`src/rtl/game_pkg.sv`:
```
// Shared constants, state encoding and player-count clamp for the turn scheduler.
package game_pkg;
    localparam int TRACK_LEN   = 24;
    localparam int POS_W       = 5;
    localparam int LAP_W       = 3;
    localparam int MAX_PLAYERS = 4;

    typedef enum logic [1:0] {
        IDLE   = 2'd0,
        TURN   = 2'd1,
        UPDATE = 2'd2,
        DONE   = 2'd3
    } state_t;

    function automatic logic [2:0] clamp_players(input logic [2:0] n);
        if (n < 3'd2)      return 3'd2;
        else if (n > 3'd4) return 3'd4;
        else               return n;
    endfunction
endpackage

```
`src/rtl/turn_scheduler_if.sv`:
```
// Game control bus: start/guess inputs and turn/position/winner status outputs.
interface turn_scheduler_if;
    import game_pkg::*;
    logic                         start;
    logic [2:0]                   n_players;
    logic                         guess_valid;
    logic                         guess_hit;
    logic                         ready;
    logic [1:0]                   cur_player;
    logic [MAX_PLAYERS*POS_W-1:0] pos_flat;
    logic                         game_over;
    logic [1:0]                   winner;

    modport master (output start, n_players, guess_valid, guess_hit,
                    input  ready, cur_player, pos_flat, game_over, winner);
    modport slave  (input  start, n_players, guess_valid, guess_hit,
                    output ready, cur_player, pos_flat, game_over, winner);
endinterface

```
`src/rtl/track_pos_counter.sv`:
```
// One player's track position with wrap at the last tile and a saturating lap count.
module track_pos_counter
    import game_pkg::*;
(
    input  logic             clk,
    input  logic             rst,
    input  logic             clr,
    input  logic             inc,
    output logic [POS_W-1:0] pos,
    output logic [LAP_W-1:0] laps
);
    logic wrap;
    assign wrap = inc && (pos == POS_W'(TRACK_LEN - 1));

    always_ff @(posedge clk or negedge rst) begin
        if (!rst) begin
            pos  <= '0;
            laps <= '0;
        end else if (clr) begin
            pos  <= '0;
            laps <= '0;
        end else if (inc) begin
            pos <= wrap ? '0 : pos + 1'b1;
            if (wrap && laps != '1) laps <= laps + 1'b1;
        end
    end
endmodule

```
`src/rtl/turn_scheduler.sv`:
```
// Turn sequencer for 2-4 players on the track; a hit keeps the turn, a miss passes it.
// Optional turn time limit under TURN_TIMEOUT_EN (an expired turn counts as a miss).
module turn_scheduler
    import game_pkg::*;
#(
    parameter int LAPS_TO_WIN = 1
`ifdef TURN_TIMEOUT_EN
    , parameter int TIMEOUT_CYC = 50000000
`endif
) (
    input logic              clk,
    input logic              rst,
    turn_scheduler_if.slave  bus
);
    state_t     state, state_n;
    logic [1:0] cur_player, cur_n;
    logic [1:0] winner, win_n;
    logic [2:0] n_latched, nlat_n;
    logic       clr, hit_inc, timeout;
    logic [2:0] nxt;

    logic [MAX_PLAYERS-1:0]            inc;
    logic [MAX_PLAYERS-1:0][POS_W-1:0] pos;
    logic [MAX_PLAYERS-1:0][LAP_W-1:0] laps;

    for (genvar k = 0; k < MAX_PLAYERS; k++) begin : g_track
        assign inc[k] = hit_inc && (cur_player == 2'(k));
        track_pos_counter u_cnt (
            .clk  (clk),
            .rst  (rst),
            .clr  (clr),
            .inc  (inc[k]),
            .pos  (pos[k]),
            .laps (laps[k])
        );
    end

`ifdef TURN_TIMEOUT_EN
    localparam int TW = (TIMEOUT_CYC > 2) ? $clog2(TIMEOUT_CYC) : 1;
    logic [TW-1:0] tcnt;

    assign timeout = (state == TURN) && !bus.guess_valid && (tcnt == TW'(TIMEOUT_CYC - 1));

    // Held at zero outside TURN, so every entry into TURN starts a fresh count.
    always_ff @(posedge clk or negedge rst) begin
        if (!rst)                                          tcnt <= '0;
        else if (state != TURN || bus.guess_valid || timeout) tcnt <= '0;
        else                                               tcnt <= tcnt + 1'b1;
    end
`else
    assign timeout = 1'b0;
`endif

    assign nxt = {1'b0, cur_player} + 3'd1;

    always_comb begin
        state_n = state;
        cur_n   = cur_player;
        win_n   = winner;
        nlat_n  = n_latched;
        clr     = 1'b0;
        hit_inc = 1'b0;
        case (state)
            IDLE, DONE: begin
                if (bus.start) begin
                    state_n = TURN;
                    cur_n   = 2'd0;
                    nlat_n  = clamp_players(bus.n_players);
                    clr     = 1'b1;
                end
            end
            TURN: begin
                if (bus.guess_valid && bus.guess_hit) begin
                    hit_inc = 1'b1;
                    state_n = UPDATE;
                end else if (bus.guess_valid || timeout) begin
                    cur_n = (nxt >= n_latched) ? 2'd0 : nxt[1:0];
                end
            end
            UPDATE: begin
                if (laps[cur_player] == LAP_W'(LAPS_TO_WIN)) begin
                    state_n = DONE;
                    win_n   = cur_player;
                end else begin
                    state_n = TURN;
                end
            end
            default: state_n = IDLE;
        endcase
    end

    always_ff @(posedge clk or negedge rst) begin
        if (!rst) begin
            state      <= IDLE;
            cur_player <= 2'd0;
            winner     <= 2'd0;
            n_latched  <= 3'd2;
        end else begin
            state      <= state_n;
            cur_player <= cur_n;
            winner     <= win_n;
            n_latched  <= nlat_n;
        end
    end

    assign bus.ready      = (state == TURN);
    assign bus.game_over  = (state == DONE);
    assign bus.cur_player = cur_player;
    assign bus.winner     = winner;
    assign bus.pos_flat   = pos;
endmodule

```
`src/flat_wrapper.sv`:
```
// flat-port wrapper written by rule: the top's interface ports become plain ports
module turn_scheduler_flat import game_pkg::*;
#(
    parameter int LAPS_TO_WIN = 1

)
  (clk, rst, bus_start, bus_n_players, bus_guess_valid, bus_guess_hit, bus_ready, bus_cur_player, bus_pos_flat, bus_game_over, bus_winner);
  turn_scheduler_if bus_i ();
  input logic clk;
  input logic rst;
  input wire logic [$bits(bus_i.start)-1:0] bus_start;
  input wire logic [$bits(bus_i.n_players)-1:0] bus_n_players;
  input wire logic [$bits(bus_i.guess_valid)-1:0] bus_guess_valid;
  input wire logic [$bits(bus_i.guess_hit)-1:0] bus_guess_hit;
  output wire logic [$bits(bus_i.ready)-1:0] bus_ready;
  output wire logic [$bits(bus_i.cur_player)-1:0] bus_cur_player;
  output wire logic [$bits(bus_i.pos_flat)-1:0] bus_pos_flat;
  output wire logic [$bits(bus_i.game_over)-1:0] bus_game_over;
  output wire logic [$bits(bus_i.winner)-1:0] bus_winner;
  assign bus_i.start = bus_start;
  assign bus_i.n_players = bus_n_players;
  assign bus_i.guess_valid = bus_guess_valid;
  assign bus_i.guess_hit = bus_guess_hit;
  assign bus_ready = bus_i.ready;
  assign bus_cur_player = bus_i.cur_player;
  assign bus_pos_flat = bus_i.pos_flat;
  assign bus_game_over = bus_i.game_over;
  assign bus_winner = bus_i.winner;
  turn_scheduler #(.LAPS_TO_WIN(LAPS_TO_WIN)) u_core (.clk(clk), .rst(rst), .bus(bus_i));
endmodule
```
`config.mk`:
```
export PLATFORM = sky130hd
export DESIGN_NAME = turn_scheduler_flat
export DESIGN_NICKNAME = d
export VERILOG_FILES = /design/src/rtl/game_pkg.sv /design/src/rtl/turn_scheduler_if.sv /design/src/rtl/track_pos_counter.sv /design/src/rtl/turn_scheduler.sv /design/src/flat_wrapper.sv
export SDC_FILE = /design/constraint.sdc
export NUM_CORES = 1
export LEC_CHECK = 0
export CAP_MARGIN = 20
export CORE_MARGIN = 8
export CORE_UTILIZATION = 30
export DETAILED_ROUTE_END_ITERATION = 10
export PLACE_DENSITY = 0.56
export REMOVE_ABC_BUFFERS = 1
export SETUP_SLACK_MARGIN = 0.02
export SKIP_CTS_REPAIR_TIMING = 1
export SLEW_MARGIN = 0
export SYNTH_ARGS = -nofsm -noshare
export SYNTH_HDL_FRONTEND = slang
export SYNTH_SLANG_ARGS = --single-unit
```
`constraint.sdc`:
```
create_clock -name clk -period 2.3 [get_ports clk]
set_input_delay 0.46 -clock clk [delete_from_list [all_inputs] [get_ports clk]]
set_output_delay 0.46 -clock clk [all_outputs]
set_load 0.05 [all_outputs]
```
======== Yosys cells after proc, flatten, opt, wreduce, memory -nomap -nowiden ========
Cells that the tools add are included.
word-level totals
  bits in registers ....................... 41
  logic and storage cells ................. 118
  output and inout bits ................... 26
  input bits .............................. 8
cells by class
  add/sub/neg operators ................... 9
  reductions and logical operators ........ 33
  multiplexer cells ....................... 41
  equality and inequality tests ........... 19
  order comparisons ....................... 4
operators by type and width
  operator               number
  $mux W5                12
  $mux W3                15
  $add A5 B1 Y5 const B  4
  $eq A5 B5 Y1 const B   4
  $reduce_bool A2 Y1     9
  $mux W2                7
  $reduce_and A2 Y1      7
  $logic_and A1 B1 Y1    13
  $add A3 B1 Y3 const B  4
  $ne A3 B3 Y1 const B   4
  $eq A2 B2 Y1 const B   4
  $bmux W3 S2            1
  $ne A2 B2 Y1 const B   3
  $pmux W2 S3            1
  $eq A2 B1 Y1 const B   2
  $logic_not A2 Y1       2
  $mux W1                4
  $pmux W2 S2            1
  $reduce_and A4 Y1      1
  $add A2 B1 Y3 const B  1
  $eq A3 B1 Y1 const B   1
  $ge A3 B3 Y1           1
  $gt A3 B3 Y1 const B   1
  $lt A2 B3 Y1 const B   1
  3 further kinds        3

======== Depth between registers and ports, before layout ========
Gate-level depths: netlist (run 1).
  word-level depth ........................ 9
  mapped depth ............................ 7
  gate-level depth less buffers ........... 6

======== Cells and area by module ========
A second synthesis (run 1) with hierarchy kept.
second synthesis, totals
  cells, all modules ...................... 236
  area total of the unflattened synthesis .. 2509.9 sq um
modules (own cells, without submodules)
  module                                           cells each  instances  sequential area each (sq um)  area each (sq um)
  track_pos_counter (u_core.g_track[0].u_cnt ...)  41          3          200.2                         452.9
  turn_scheduler                                   73          1          226.5                         690.7
  track_pos_counter (u_core.g_track[3].u_cnt)      40          1          200.2                         460.4

======== Worst setup path before layout (run 1) ========
OpenSTA, ideal clock, no wires.
  path kind ............................... register to register
  start point ............................. reg u_core.state[1]
  end point ............................... reg u_core.g_track[2].u_cnt.laps[1]
  buffers on the path ..................... 1
  data required time ...................... 2.168 ns
  setup slack ............................. 0.225 ns
  setup time .............................. 0.132 ns
  stages on the path, launching flop included .. 8
  period minus slack after synthesis ...... 2.075 ns
  arrival time ............................ 1.943 ns
  path through ............................ dfrtp_1 > inv_1 > ha_1 > buf_4 > nand4_1 > nor3_2 > mux2i_1 > nor2_1
on the way
  longest elaborated chain between the ends .. 7
  elaborated cells between the ends (all ways) .. 13
  classes of those cells .................. 2 x eq/ne; 3 x mux; 8 x reduce/logical
ends and longest elaborated chain
  item                             line                     source
  start: declaration               turn_scheduler.sv:15     state_t state, state_n;
  start signal: assignment         turn_scheduler.sv:99     state <= state_n;
  $eq A2 B1 Y1 (*)                 -
  via bus_ready                    flat_wrapper.sv:15       output wire logic [$bits(bus_i.ready)-1:0] bus_ready;
  $mux W1 (*)                      turn_scheduler.sv:63     case (state)
  $logic_and A1 B1 Y1 (*)          turn_scheduler.sv:27     assign inc[k] = hit_inc && (cur_player == 2'(k));
  $logic_and A1 B1 Y1              track_pos_counter.sv:13  assign wrap = inc && (pos == POS_W'(TRACK_LEN - 1));
  $logic_and A1 B1 Y1              track_pos_counter.sv:24  if (wrap && laps != '1) laps <= laps + 1'b1;
  $reduce_bool A2 Y1 (no line)     -
  $reduce_and A2 Y1 (no line) (*)  -
  end signal: assignment           track_pos_counter.sv:24
  end: declaration                 track_pos_counter.sv:10  output logic [LAP_W-1:0] laps
The timed path passes the listed nets; every way through them passes the cells marked *.
A chain may end at the register's enable or synchronous reset.

======== Worst setup path in the final report (run 1) ========
  start point ............................. reg u_core.state[0]
  end point ............................... out bus_game_over
on the way
  longest elaborated chain between the ends .. 1
ends and longest elaborated chain
  item              line                   source
  $eq A2 B2 Y1      turn_scheduler.sv:107  assign bus.game_over = (state == DONE);
  end: declaration  flat_wrapper.sv:18     output wire logic [$bits(bus_i.game_over)-1:0] bus_game_over;
No other way between the ends.

==> reports/metrics.yaml, run 1 <==
synth_seq_area_share: 0.4397
reg2reg_depth: 6
dieArea_sq_mm: 0.01087
cts_buffers: 5
r2r_setup_slack_ns: 0.39
power_switching_uw: 983.2
muxShareOfSynthArea: 0.05196
async_flop_share: 1.000
grt_pass1_vias: 1843
synth-seq-cells: 41
grt_overflow_total: 0
clockBufferDepth: 2
timing.final.ws_setup_ns: 0.1658
final_nets: 301
timing.fmax_mhz: 468.6
syn_avg_cell_area_sq_um: 10.11
startpoint_type: "flip-flop"
setup_viol: 0
grt_pass1_wl_um: 8673
synthFlopType: "dfrtp_1"
timing.rr.end: "u_core.g_track[0].u_cnt.laps[1]"
die_h_um: 104.2
final.setup.tns_ns: 0
drc: 0
avgRoutedWirePerCell_um: 12.67
routed_wl_um: 4725
yosys.area_share.adder: 0.1232
max_slew_margin: 0.6410
viasPerCell: 4.759
ioPinCount: 34
slew_violations: 0
yosysMostFrequentCell: "dfrtp_1"
worstMarginPinSlew_ns: 0.5384
finalCriticalPeriod_ns: 2.134
cts_root_buf: "clkbuf_8"
rsz0062_at_grt: "no"
clock-sinks: 41
drv_cap: 0
place_hpwl_um: 3463
gr-usage-all-layers: 0.09441
antenna_cells: 0
grt_max_degree: 42
p_sw_frac: 0.4145
ys_types: 41
ctsHtreeMaxLevel: 2
hold_path_class: "input pin to asynchronous set/reset pin"
fp.dieW_um: 104.2
synth_compound_area_frac: 0.08516
start_util: 0.3055
gp_congestion: 0.7204
status: "finished clean"
port_buffers: 33
detail_route.first_pass.iterations: 4
worstPathRequired_ns: 1.84
critPathMaxFanout: 5
drive_gt1_frac: 0.09963
yosys.area.top_type: "dfrtp_1"
seq_power_share: 0.380
rows: 32
synth_warnings: 0
synth_xor_xnor_area_share: 0.03374
arrival_ns: 1.67
finalHoldViolCount: 0
fin_skew_ns: 0.005854
synth_top_family_by_area: "simple AND/OR/NAND/NOR gates"
leakagePower_uw: 0.001295
area_growth_pct: 23.67
via_count: 1775
crit_type: "flip-flop to output pin"
pwr_density_cell_mw_per_mm2: 821.0
synthSimpleGateAreaFrac: 0.2335
syn_area_sq_mm: 0.002336
finalCritPeriodShare: 0.9279
p_int_uw: 1389
synthTopCellsByArea: "dfrtp_1, ha_1, mux2i_1"
dp_slack_ns: 0.09293
drt_iter0_markers: 97
p_total_uw: 2372
cts_tree: "yes"
detail-route-antenna-nets: 0
synthCells: 231
ir_worst_vdd_mv: 0.6080
core_sq_mm: 0.007647
power_frac_comb: 0.426
clk_latency_ns: 0.29
crit_path_end_kind: "output pin"
p_clk_frac: 0.195
clkSlewWorstSetupHoldPaths_ns: 0.08
antenna_found_initial: 0
reg2reg_from: "u_core.state[1]"
synth.top_cell.area_share: 0.4285
synth_edf_count: 0
synthTopCellsByCount: "dfrtp_1, nand2_1, nor2_1"
==> sequential cells by signal, indices dropped and copies added, names as in the netlist <==
signal                     flops
u_core.g_track.u_cnt.pos      20
u_core.bus.winner              2
u_core.state                   2
u_core.bus.cur_player          2
u_core.g_track.u_cnt.laps     12
u_core.n_latched               3
==> final cells by class <==
cell class              count  area [sq um]
clock buffers               6         72.57
clock inverters             2         10.01
fillers                   784          4758
inverters                   9         33.78
multi-input cells         173          1232
flip-flops and latches     41          1027
well taps                 102         127.6
repair buffers             40         385.4
==> worst max-delay path, cell delays in order (launching register included) <==
cell,delay (ns)
dfrtp_1,0.42
ha_1,0.17
clkdlybuf4s50_1,0.79
==> cell usage in the layout, fill, tap and decap left out, types with 2 or more instances in the layout <==
master,synthesis,layout
nor2_1,26,26
nand2_1,26,26
nand3b_1,2,2
nand2b_1,2,2
o21ai_0,9,9
inv_1,9,9
clkinv_2,0,2
ha_1,23,23
xor2_1,4,4
dfrtp_1,40,40
buf_4,3,8
nand3_1,6,6
and2_1,2,2
and4_1,4,4
nand4b_1,3,3
nor2b_1,3,3
xnor2_1,5,5
mux2i_1,11,11
nor3_2,3,3
clkbuf_8,0,5
nor4b_1,2,2
clkdlybuf4s50_1,0,30
a21oi_1,17,17
or4b_1,4,4
nand4_1,4,4
nor3_1,2,2
==> through the flow <==
stage | cell area (sq um) | utilization | hold slack (ns) | std cells
floorplan | 2293 | - | 0.1644 | 223
global placement | 2806 | 0.3670 | 0.4678 | 365
detailed placement | 2806 | 0.3670 | 0.4740 | 365
CTS | 2889 | 0.3778 | 0.2590 | 373
global route | 2889 | 0.3778 | 0.2698 | 373
finish | 2889 | 0.3778 | 0.2312 | 373
==> cell families after synthesis <==
family                     Yosys count
AOI/OAI and AO/OA                   33
xor gates and xnor gates             9
adders and majority gates           23
buffers and inverters               17
DFF                                 41
muxes                               12
and+or+nand+nor                     96
==> routing by layer <==
layer | global-route usage | part of all wire | vias to the layer above
met5 | 0 | 0 | -
met4 | 0.02792 | 0.012 | 0
met3 | 0.02850 | 0.041 | 7
met2 | 0.1577 | 0.48 | 27
met1 | 0.1140 | 0.47 | 849
li1 | - | - | 892
==> worst max-delay path by stage <==
stage	startpoint	end	slack, ns	cells past startpoint
6_report	u_core.state[0]	bus_game_over	0.17	2
5_1_grt	u_core.state[0]	bus_game_over	0.10	2
4_1_cts	u_core.state[0]	bus_game_over	0.12	2
3_5_place_dp	bus_guess_hit	u_core.g_track[0].u_cnt.laps[1]	0.09	5
3_3_place_gp	bus_guess_valid	u_core.g_track[2].u_cnt.laps[1]	0.15	5
2_1_floorplan	u_core.state[1]	u_core.g_track[0].u_cnt.pos[3]	0.06	6
==> power by group through the flow <==
stage | registers, uW | logic (uW) | clock network, uW
6_report | 900 | 1010 | 462
5_1_grt | 919 | 1130 | 513
4_1_cts | 904 | 1030 | 491
3_5_place_dp | 919 | 1030 | 0
3_3_place_gp | 917 | 1020 | 0
2_1_floorplan | 1040 | 515 | 0
Power figures use the tool's default switching activity.
==> inputs of run 2 (changes only) <==
--- a/config.mk
+++ b/config.mk
@@ -8,6 +8,7 @@
 export CAP_MARGIN = 20
 export CORE_MARGIN = 8
 export CORE_UTILIZATION = 30
+export CTS_BUF_LIST = sky130_fd_sc_hd__clkbuf_16
 export DETAILED_ROUTE_END_ITERATION = 10
 export PLACE_DENSITY = 0.56
 export REMOVE_ABC_BUFFERS = 1
==> constraint.sdc (replaced) <==
create_clock -name clk -period 2.3 [get_ports clk]
set_input_delay 0.46 -clock clk [delete_from_list [all_inputs] [get_ports clk]]
set_output_delay 0.46 -clock clk [all_outputs]
set_load 0.02 [all_outputs]
==> reports/metrics.yaml, run 2 (synthesis results as in run 1) <==
status: "finished clean"  # unchanged
slew_violations: 0  # unchanged
gp_congestion: 0.7350  # was 0.7204
utilization: 0.3840  # was 0.3778
die_h_um: 104.2  # unchanged
cts_buffers: 5  # unchanged
fin_skew_ns: 0.005985  # was 0.005854 ns
finalCriticalPeriod_ns: 2.176  # was 2.134 ns
met1_length_um: 2272  # was 2214 um
instances_no_fill: 372  # was 373
p_total_uw: 2421  # was 2372 uW
pwr_density_cell_mw_per_mm2: 824.5  # was 821.0 mW/mm^2
ir_worst_vdd_mv: 0.6421  # was 0.6080 mV
clockBufferDepth: 2  # unchanged
antenna_cells: 0  # unchanged
slowest_delay_ns: 0.64  # was 0.79 ns
rsz0062_at_grt: "no"  # unchanged
hold_path_class: "input pin to asynchronous set/reset pin"  # unchanged
path_cells: "inv_1, ha_2, clkdlybuf4s50_1"  # was ha_1, clkdlybuf4s50_1
via_count: 1740  # was 1775
finalHoldViolCount: 0  # unchanged
avgRoutedWirePerCell_um: 12.81  # was 12.67 um
route.met3.wl_um: 219  # was 196 um
p_sw_frac: 0.3599  # was 0.4145
startpoint_type: "flip-flop"  # unchanged
gr-usage-all-layers: 0.09583  # was 0.09441
arrival_ns: 1.72  # was 1.67 ns
leakagePower_uw: 0.001306  # was 0.001295 uW
met2_length_um: 2198  # was 2256 um
routed_wl_um: 4764  # was 4725 um
antenna_found_initial: 0  # unchanged
grt_max_degree: 42  # unchanged
top_layer: "met4"  # unchanged
clkSlewWorstSetupHoldPaths_ns: 0.06  # was 0.08 ns
area_growth_pct: 25.71  # was 23.67%
holdWs_ns: 0.2406  # was 0.2312 ns
largest_register_ffs: 20  # unchanged
largest_registers: "u_core.g_track.u_cnt.pos x20, u_core.g_track.u_cnt.laps x12, u_core.n_latched x3"  # unchanged
crit_path_end_kind: "output pin"  # unchanged
drive_gt1_frac: 0.09630  # was 0.09963
drv_cap: 0  # unchanged
ctsHtreeMaxLevel: 2  # unchanged
top_register: "u_core.g_track.u_cnt.pos"  # unchanged
finalCritPeriodShare: 0.9461  # was 0.9279
clk_latency_ns: 0.28  # was 0.29 ns
viasPerCell: 4.677  # was 4.759
port_buffers: 33  # unchanged
dieArea_sq_mm: 0.01087  # unchanged
worstMarginPinSlew_ns: 0.5327  # was 0.5384 ns
setup_viol: 0  # unchanged
fp.dieW_um: 104.2  # unchanged
grt_overflow_total: 0  # unchanged
final.setup.tns_ns: 0  # unchanged
cts_root_buf: "clkbuf_16"  # was clkbuf_8
grt_pass1_vias: 1817  # was 1843
drc: 0  # unchanged
rows: 32  # unchanged
max_slew_margin: 0.6449  # was 0.6410
final_nets: 300  # was 301
p_int_uw: 1550  # was 1389 uW
place_hpwl_um: 3534  # was 3463 um
cpMaxStageDelayCell: "clkdlybuf4s50_1"  # unchanged
power_frac_comb: 0.344  # was 0.426
dpl.cell_count: 364  # was 365
worstPathRequired_ns: 1.84  # about the same
core_sq_mm: 0.007647  # unchanged
grt_pass1_wl_um: 8597  # was 8673 um
start_util: 0.3055  # unchanged
detail_route.first_pass.iterations: 4  # unchanged
layout_commonest_cell: "dfrtp_1"  # unchanged
crit_type: "flip-flop to output pin"  # unchanged
clock-sinks: 41  # unchanged
cts_tree: "yes"  # unchanged
drt_iter0_markers: 32  # was 97
detail-route-antenna-nets: 0  # unchanged
ioPinCount: 34  # unchanged
timing.fmax_mhz: 459.5  # was 468.6 MHz
p_clk_frac: 0.280  # was 0.195
final_cell_mix: "dfrtp_1, clkdlybuf4s50_1, nor2_1, nand2_1, ha_1"  # unchanged
critPathMaxFanout: 8  # was 5
power_switching_uw: 871.5  # was 983.2 uW
seq_power_share: 0.376  # was 0.380
-- run 2: changes by cell type in the layout (fill, tap and decap cells not counted) --
cell and delta:
buf_4 -2, clkinvlp_4 +1, ha_2 +1, clkbuf_1 -1
ha_1 -1, clkbuf_8 -5, clkdlybuf4s50_1 +2, buf_12 -1
clkbuf_16 +5
-- run 2: layer usage --
layer | vias up | global-route usage
li1 | 892 | -
met1 | 814 | 0.1143
met2 | 28 | 0.1572
met3 | 6 | 0.02788
met4 | 0 | 0.04033
met5 | - | 0
-- run 2: area by class of cell --
cell class	instances	area (sq um)
Inverter	9	33.78
Clock buffer	5	125.1
Tap cell	102	127.6
Multi-Input combinational cell	173	1235
Clock inverter	3	17.52
Fill cell	768	4711
Sequential cell	41	1027
Timing Repair Buffer	39	370.4
-- run 2: worst paths after layout --
path | start | endpoint | slack (ns) | cells after the start
setup / recovery | u_core.state[1] | bus_ready | 0.12 | 3
hold / removal | rst | u_core.g_track[1].u_cnt.pos[3] | 0.24 | 2
setup reg to reg | u_core.state[1] | u_core.g_track[0].u_cnt.laps[2] | 0.40 | 7
hold reg to reg | u_core.n_latched[1] | u_core.n_latched[1] | 0.48 | 2
min in group clk | u_core.n_latched[1] | u_core.n_latched[1] | 0.48 | 2
max in group asynchronous | rst | u_core.g_track[0].u_cnt.pos[3] | 1.68 | 2
-- run 2: critical path: cells and delay by family (launching register included) --
family                     cells  cell delay (ns)
DFF                            1             0.41
adders and majority gates      1             0.27
buffers and inverters          2             0.76
-- run 2: through the flow --
stage	instance area (sq um)	worst slack, ns
floorplan	2293	0.3088
global placement	2791	0.1673
global route	2937	0.02678
detailed placement	2791	0.09324
CTS	2934	0.01898
finish	2937	0.1239
-- run 2: power groups by stage --
stage	Combinational [uW]	Clock, uW	Sequential, uW
6_report	833	678	911
5_1_grt	950	727	930
4_1_cts	849	705	915
3_5_place_dp	846	0	928
3_3_place_gp	826	0	928
2_1_floorplan	469	0	948
